==> src/rtl/rr_grant_sequencer16.sv <==
// Round-robin arbiter/sequencer: grants one of 16 requesters, holds the grant until
// the owner drops, the block is disabled, or MAX_HOLD expires, then rotates past the owner.
module rr_grant_sequencer16 #(
  parameter int MAX_HOLD = 16,
  parameter int HOLD_W   = 8
) (
  input  logic        clk,
  input  logic        rst_n,
  input  logic        E,
  input  logic [15:0] req,
  output logic [15:0] gnt,
  output logic [3:0]  gnt_idx,
  output logic        gnt_valid,
  output logic        timeout
);

  typedef enum logic {IDLE, GRANT} state_t;

  localparam logic [HOLD_W-1:0] HOLD_LAST = (MAX_HOLD == 0) ? '0 : HOLD_W'(MAX_HOLD - 1);

  state_t              state, state_nxt;
  logic [3:0]          ptr, ptr_nxt;
  logic [HOLD_W-1:0]   hold_cnt, hold_nxt;
  logic [15:0]         gnt_nxt;
  logic [3:0]          idx_nxt;
  logic                valid_nxt, timeout_nxt;

  logic [15:0]         rot;
  logic [3:0]          offset, winner;
  logic                rel_drop, rel_off, rel_max, rel_any;

  // Rotate req so bit 0 is the current priority position; the lowest set bit wins.
  always_comb begin
    // NOTE: every comb output gets a default first so no path leaves it unassigned (no latch).
    rot    = 16'({req, req} >> ptr);
    offset = '0;
    for (int i = 15; i >= 0; i--) begin
      if (rot[i]) offset = 4'(i);
    end
    winner = ptr + offset;
  end

  always_comb begin
    rel_drop = !req[gnt_idx];
    rel_off  = !E;
    rel_max  = (MAX_HOLD != 0) && (hold_cnt == HOLD_LAST);
    rel_any  = rel_drop || rel_off || rel_max;
  end

  // State register together with the registered outputs and datapath.
  always_ff @(posedge clk or negedge rst_n) begin
    if (!rst_n) begin
      state     <= IDLE;
      ptr       <= '0;
      hold_cnt  <= '0;
      gnt       <= '0;
      gnt_idx   <= '0;
      gnt_valid <= 1'b0;
      timeout   <= 1'b0;
    end else begin
      // NOTE: non-blocking assignments so every flop samples pre-edge values together.
      state     <= state_nxt;
      ptr       <= ptr_nxt;
      hold_cnt  <= hold_nxt;
      gnt       <= gnt_nxt;
      gnt_idx   <= idx_nxt;
      gnt_valid <= valid_nxt;
      timeout   <= timeout_nxt;
    end
  end

  always_comb begin
    state_nxt = state;
    case (state)
      IDLE:    if (E && (|req)) state_nxt = GRANT;
      GRANT:   if (rel_any)     state_nxt = IDLE;
      default: state_nxt = IDLE;
    endcase
  end

  always_comb begin
    ptr_nxt     = ptr;
    hold_nxt    = '0;
    idx_nxt     = gnt_idx;
    timeout_nxt = 1'b0;
    if (state == IDLE && state_nxt == GRANT) begin
      idx_nxt = winner;
    end else if (state == GRANT) begin
      if (rel_any) begin
        ptr_nxt     = gnt_idx + 4'd1;
        timeout_nxt = rel_max && !rel_drop && !rel_off;
      end else begin
        // Saturates only when MAX_HOLD is 0; otherwise release happens first.
        hold_nxt = (hold_cnt == '1) ? hold_cnt : hold_cnt + HOLD_W'(1);
      end
    end
    valid_nxt = (state_nxt == GRANT);
    gnt_nxt   = valid_nxt ? (16'h0001 << idx_nxt) : 16'h0000;
  end

endmodule
==> config.mk <==
export PLATFORM = sky130hd
export DESIGN_NAME = rr_grant_sequencer16
export DESIGN_NICKNAME = d
export VERILOG_FILES = /design/src/rtl/rr_grant_sequencer16.sv
export SDC_FILE = /design/constraint.sdc
export NUM_CORES = 1
export LEC_CHECK = 0
export ABC_AREA = 1
export BUFFER_PORTS_ARGS = -buffer_cell sky130_fd_sc_hd__buf_2
export CAP_MARGIN = 20
export CORE_ASPECT_RATIO = 1.75
export CORE_MARGIN = 2
export CORE_UTILIZATION = 43
export DETAILED_ROUTE_END_ITERATION = 7
export PLACE_DENSITY_LB_ADDON = 0.2
export SETUP_SLACK_MARGIN = 0.4
export SLEW_MARGIN = 20
export SYNTH_ARGS = -nofsm -noshare
export SYNTH_HDL_FRONTEND = slang
export SYNTH_SLANG_ARGS = --single-unit
==> constraint.sdc <==
create_clock -name clk -period 9.1 [get_ports clk]
set_input_delay 0.91 -clock clk [delete_from_list [all_inputs] [get_ports clk]]
set_output_delay 0.91 -clock clk [all_outputs]
set_load 0.02 [all_outputs]
==> Word-level counts from Yosys, hierarchy flattened <==
Cells that the tools add are included.
W data, S select, Z words.
{ "op_classes": {"div_mod_pow": 0, "addsub": 3, "n_reduce_logical": 10, "multipliers": 0, "shift": 2, "order_cmp": 1, "bitwise": 2, "eq_ne": 3, "mux": 30} }
{ "op_table": {"columns": ["cell", "n"], "rows": [
  ["$mux W4", 17],
  ["$mux W8", 4],
  ["$shr A32 B4 Y16", 1],
  ["$mux W16", 1],
  ["$reduce_or A16 Y1", 1],
  ["$shl A1 B4 Y16 const A", 1],
  ["$add A8 B1 Y8 const B", 1],
  ["$eq A8 B4 Y1 const B", 1],
  ["$eq A8 B8 Y1 const B", 1],
  ["$mux W1", 6],
  ["$lt A4 B5 Y1 const B", 1],
  ["$add A4 B1 Y4 const B", 1],
  ["$add A4 B4 Y4", 1],
  ["$bmux W1 S4", 1],
  ["$logic_and A1 B1 Y1", 4],
  ["$ne A4 B4 Y1 const B", 1],
  ["$reduce_and A3 Y1", 1],
  ["$logic_not A1 Y1", 2],
  ["$logic_or A1 B1 Y1", 2],
  ["$not A1 Y1", 2],
  ["$pmux W1 S2", 1]
]} }
{ "word_totals": {"romBits": 0, "latchBits": 0, "in_bits": 19, "n_memories": 0, "wordCells": 57, "out_inout_bits": 22, "mem_bits_rw": 0, "reg_bits": 34} }

==> Depth between registers and ports, before layout <==
{ "depth": {"depth_word": 21, "ltp_mapped": 32, "mapped_depth_nobuf": 31} }

==> Worst setup path after synthesis <==
Ideal clock, no wire load.
{ "synth_path": {"path_kind": "input to register", "from": "input req[1]", "to": "register gnt[12]", "path_stages": 30, "n_path_buf": 0, "required_time_ns": 8.969, "setup_slack_ns": 5.484, "arrival_time_ns": 3.484, "setup_ns": 0.131, "cell_sequence": "nand2_1 -> nand3_1 -> nand2_1 -> inv_1 -> nand2_1 -> nand2_1 -> inv_1 -> nand2_1 -> o21ai_1 -> nand2_1 -> nand2_1 -> nand2_1 -> nand2_1 -> nand2_1 -> nand2_1 -> nand2_1 -> nand2_1 -> nand2_1 -> nand2_1 -> nand2_1 -> a21oi_1 -> ha_1 -> inv_1 -> fa_1 -> xor2_1 -> inv_1 -> o21ai_0 -> a21oi_1 -> nand2_1 -> nor2_1"} }
{ "synth_between": {"elab_chain_len": 21, "word_cells_on_any_way": 32, "cone_classes": "add/sub (1); shift (2); mux (23); reduce/logical (6)"} }
{ "synth_lines": {"columns": ["item", "line", "text"], "rows": [
  ["start, declared", "10", "input logic [15:0] req,"],
  ["$shr A32 B4 Y16", "35", "rot = 16'({req, req} >> ptr);"],
  ["$mux W4 (16 in a row)", "38", "if (rot[i]) offset = 4'(i);"],
  ["$add A4 B4 Y4", "40", "winner = ptr + offset;"],
  ["$mux W4", "86", "if (state == IDLE && state_nxt == GRANT) begin"],
  ["$shl A1 B4 Y16", "98", "gnt_nxt = valid_nxt ? (16'h0001 << idx_nxt) : 16'h0000;"],
  ["$mux W16 *", "98", null],
  ["named net gnt_nxt[12]", "24", "logic [15:0] gnt_nxt;"],
  ["end signal, assigned", "65", "gnt <= gnt_nxt;"],
  ["end, declared", "11", "output logic [15:0] gnt,"]
]} }
Mark *: on every way through the listed nets, which the timed path passes. The rest lies on a longest branch. The select of a mux whose other input is x is not followed.
A chain may end at the register's enable or synchronous reset.

==> Final worst setup path <==
{ "layout_path": {"from": "register ptr[0]", "to": "register gnt[15]"} }
{ "layout_between": {"elab_chain_len": 21} }
{ "layout_lines": {"columns": ["item", "line", "text"], "rows": [
  ["start, declared", "22", "logic [3:0] ptr, ptr_nxt;"],
  ["start signal, assigned", "63", "ptr <= ptr_nxt;"],
  ["$shr A32 B4 Y16", "35", null],
  ["$mux W4 (16 in a row)", "38", null],
  ["$add A4 B4 Y4 *", "40", null],
  ["$mux W4 *", "86", null],
  ["$shl A1 B4 Y16 *", "98", null],
  ["$mux W16 *", "98", null],
  ["named net gnt_nxt[15]", "24", null]
]} }
Mark *: on every way through the listed nets, which the timed path passes. The rest lies on a longest branch.

==> reports/results.tsv <==
metric	value	unit
run_status	finished clean	
core	6130	um2
path_max_fanout	19	
cpMaxStageDelayCell	dfrtp_1	
antenna_found_initial	0	
dieWidth	64.0	um
combPwrFrac	66.7	%
vias	2748	
drv_slew	0	
n_fill_cell	636	
clk_path_buf_depth	2	
diodes	0	
first_global_vias	2699	
gp_congestion	0.907	
synthesis.nets	427	
worstPathRequired	9.26	ns
initial_core_util	44.2	%
synthCells	402	
die_y	109	um
maxCapViolations	0	
startpoint_type	flop	
cts_tree	built	
post-route-period-util	47.2	%
antenna_left	0	
ys_types	37	
fmax	233	MHz
synth_warnings	0	
cts_setup_buffers	0	
path_class	reg -> reg	
timing.final.ws_setup	4.80	ns
first_iter_violations	197	
cp-end-kind	flop	
wirelength	7130	um
htreeDepth	2	
tightestPinTransition	0.788	ns
clk_pin_slew	0.07	ns
rows	38	
ir_worst_vdd	0.193	mV
seq_area_frac_synth	31.4	%
clkPwrFrac	11.1	%
power_density	406	nW/um2
crit_arrival	4.45	ns
rsz0062_at_grt	no	
vias_per_cell	5.33	
seqPwrFrac	22.2	%
clock_sinks	34	
syn_area_per_cell	6.74	um2
clk_latency	0.29	ns
dp_hpwl	5570	um
layout-drive-gt1-share	18.8	%
cpMostUsedCell	nand2_1	
final_common_cell	nand2_1	
globalRouteOverflowTotal	0	
hold_class	reg -> reg	
cts_buffers	5	
relSlewSlack	47.5	%
grt_pass1_wl	11800	um
first_pass_iters	4	
drc	0	
post-route-min-period	4.30	ns
skew	0.0126	ns
hold_buffers	0	
finalHoldViolations	0	
p_sw_share	55.5	%
syn_to_final_growth	11.6	%
ys_ff_latch	34	
finalNetCount	460	
p_leak	1.56	nW
tns	0	ns
portBuffers	40	
io_pins	41	
clock_tree.root_cell	clkbuf_8	
cp_top_family	simple AND/OR/NAND/NOR gates	
dieArea	6980	um2
critPathBufInv	5	
wl_per_cell	13.8	um
switchingPower	0.000682	W
grt_max_degree	35	
p_total	0.00123	W
internal_power	0.000547	W
track_usage	21.9	%
final-setup-viol-count	0	
syn_area	2710	um2
post_cts_resized	0	
layout_common_cells	nand2_1 (98), nand3_1 (73), nor2_1 (40), buf_2 (40), inv_1 (36)	
critPathMaxStageDelay	0.81	ns
dp_slack	4.87	ns
==> logic make-up after synthesis <==
group                      Yosys count  share of synthesized area, %
and+or+nand+nor                    250                          42.8
adders and majority gates            6                          3.05
buffers and inverters               54                          9.56
xor gates and xnor gates             9                          2.91
AOI/OAI and AO/OA                   49                          10.3
DFF                                 34                          31.4
==> routing by layer <==
metal / vias up / part of all wire [%] / track usage [%]
met3: 25 / 3.5 / 1.96
met1: 1276 / 36 / 21.9
li1: 1379 / - / -
met4: 0 / 5.5 / 14.3
met2: 68 / 55 / 41.9
met5: - / 0 / 0
==> stage by stage <==
stage	util, %	cell area [um2]	hold WS [ns]	instances
floorplan	-	2710	0.478	402
global placement	47.6	2920	0.508	508
detailed placement	47.6	2920	0.513	508
CTS	49.3	3030	0.551	516
global route	49.3	3030	0.568	516
finish	49.3	3030	0.552	516
==> cells in the mapped netlist <==
cell type   n  area, um2
a21oi_1     8       40.0
a21oi_2     1       8.76
a31oi_1     1       6.26
and2_1      2       12.5
buf_1       1       3.75
buf_2       6       30.0
buf_4       3       22.5
buf_6       3       33.8
clkbuf_1    1       3.75
dfrtp_1    34        851
fa_1        1       20.0
ha_1        5       62.6
inv_1      36        135
inv_2       1       3.75
inv_4       1       6.26
inv_6       1       8.76
inv_8       1       11.3
nand2_1    98        368
nand2_2    10       62.6
nand3_1    73        365
nand3_2     5       50.1
nand3b_1    1       7.51
nand3b_4    1       20.0
nand4_1     3       18.8
nor2_1     40        150
nor2_2     11       68.8
nor3_1      2       10.0
nor4_1      4       25.0
o211ai_1    4       30.0
o21ai_0    17       85.1
o21ai_1    14       70.1
o21ai_2     1       8.76
o21ai_4     1       16.3
o21bai_1    1       7.51
o31ai_1     1       7.51
xnor2_1     2       17.5
xor2_1      7       61.3
==> final timing paths <==
check	from	end	slack (ns)	cells after the start
setup / recovery	ptr[0]	gnt[15]	4.80	31
hold / removal	hold_cnt[1]	hold_cnt[1]	0.55	2
setup reg to reg	ptr[0]	gnt[15]	4.80	31
hold reg to reg	hold_cnt[1]	hold_cnt[1]	0.55	2
max in group asynchronous	rst_n	hold_cnt[6]	7.93	1
min in group asynchronous	rst_n	gnt[0]	0.68	1
==> sequential cells by signal, indices dropped and copies added, names as in the netlist <==
register  count
gnt          16
gnt_idx       4
hold_cnt      8
ptr           4
state         1
timeout       1
==> worst reg2reg max path: cells and delay by family, from the launching register on <==
kind                     cells  cell delay [ns]
AND/OR/NAND/NOR             19             1.28
AO/OA/AOI/OAI                4             0.96
flip-flops                   1             0.81
adder cells (fa/ha/maj)      2             0.55
buffers and inverters        5             0.44
XOR/XNOR                     1             0.14
==> power by group through the flow <==
stage / registers (W) / logic, W / clock network (W)
3_5_place_dp: 0.000276 / 0.000817 / 0
3_3_place_gp: 0.000276 / 0.000811 / 0
2_1_floorplan: 0.000248 / 0.000680 / 0
4_1_cts: 0.000273 / 0.000822 / 0.000141
5_1_grt: 0.000281 / 0.000936 / 0.000146
6_report: 0.000273 / 0.000820 / 0.000136
==> area by class of cell <==
| cell class | count | area, um2 | share of cell area (%) |
|---|---|---|---|
| multi-input combinational | 314 | 1600 | 52.9 |
| tap | 80 | 100 | 3.31 |
| clock buffer | 5 | 68.8 | 2.27 |
| inverter | 40 | 165 | 5.46 |
| sequential | 34 | 851 | 28.1 |
| timing repair buffer | 40 | 200 | 6.62 |
| clock inverter | 3 | 40.0 | 1.32 |
Power figures use the tool's default switching activity.
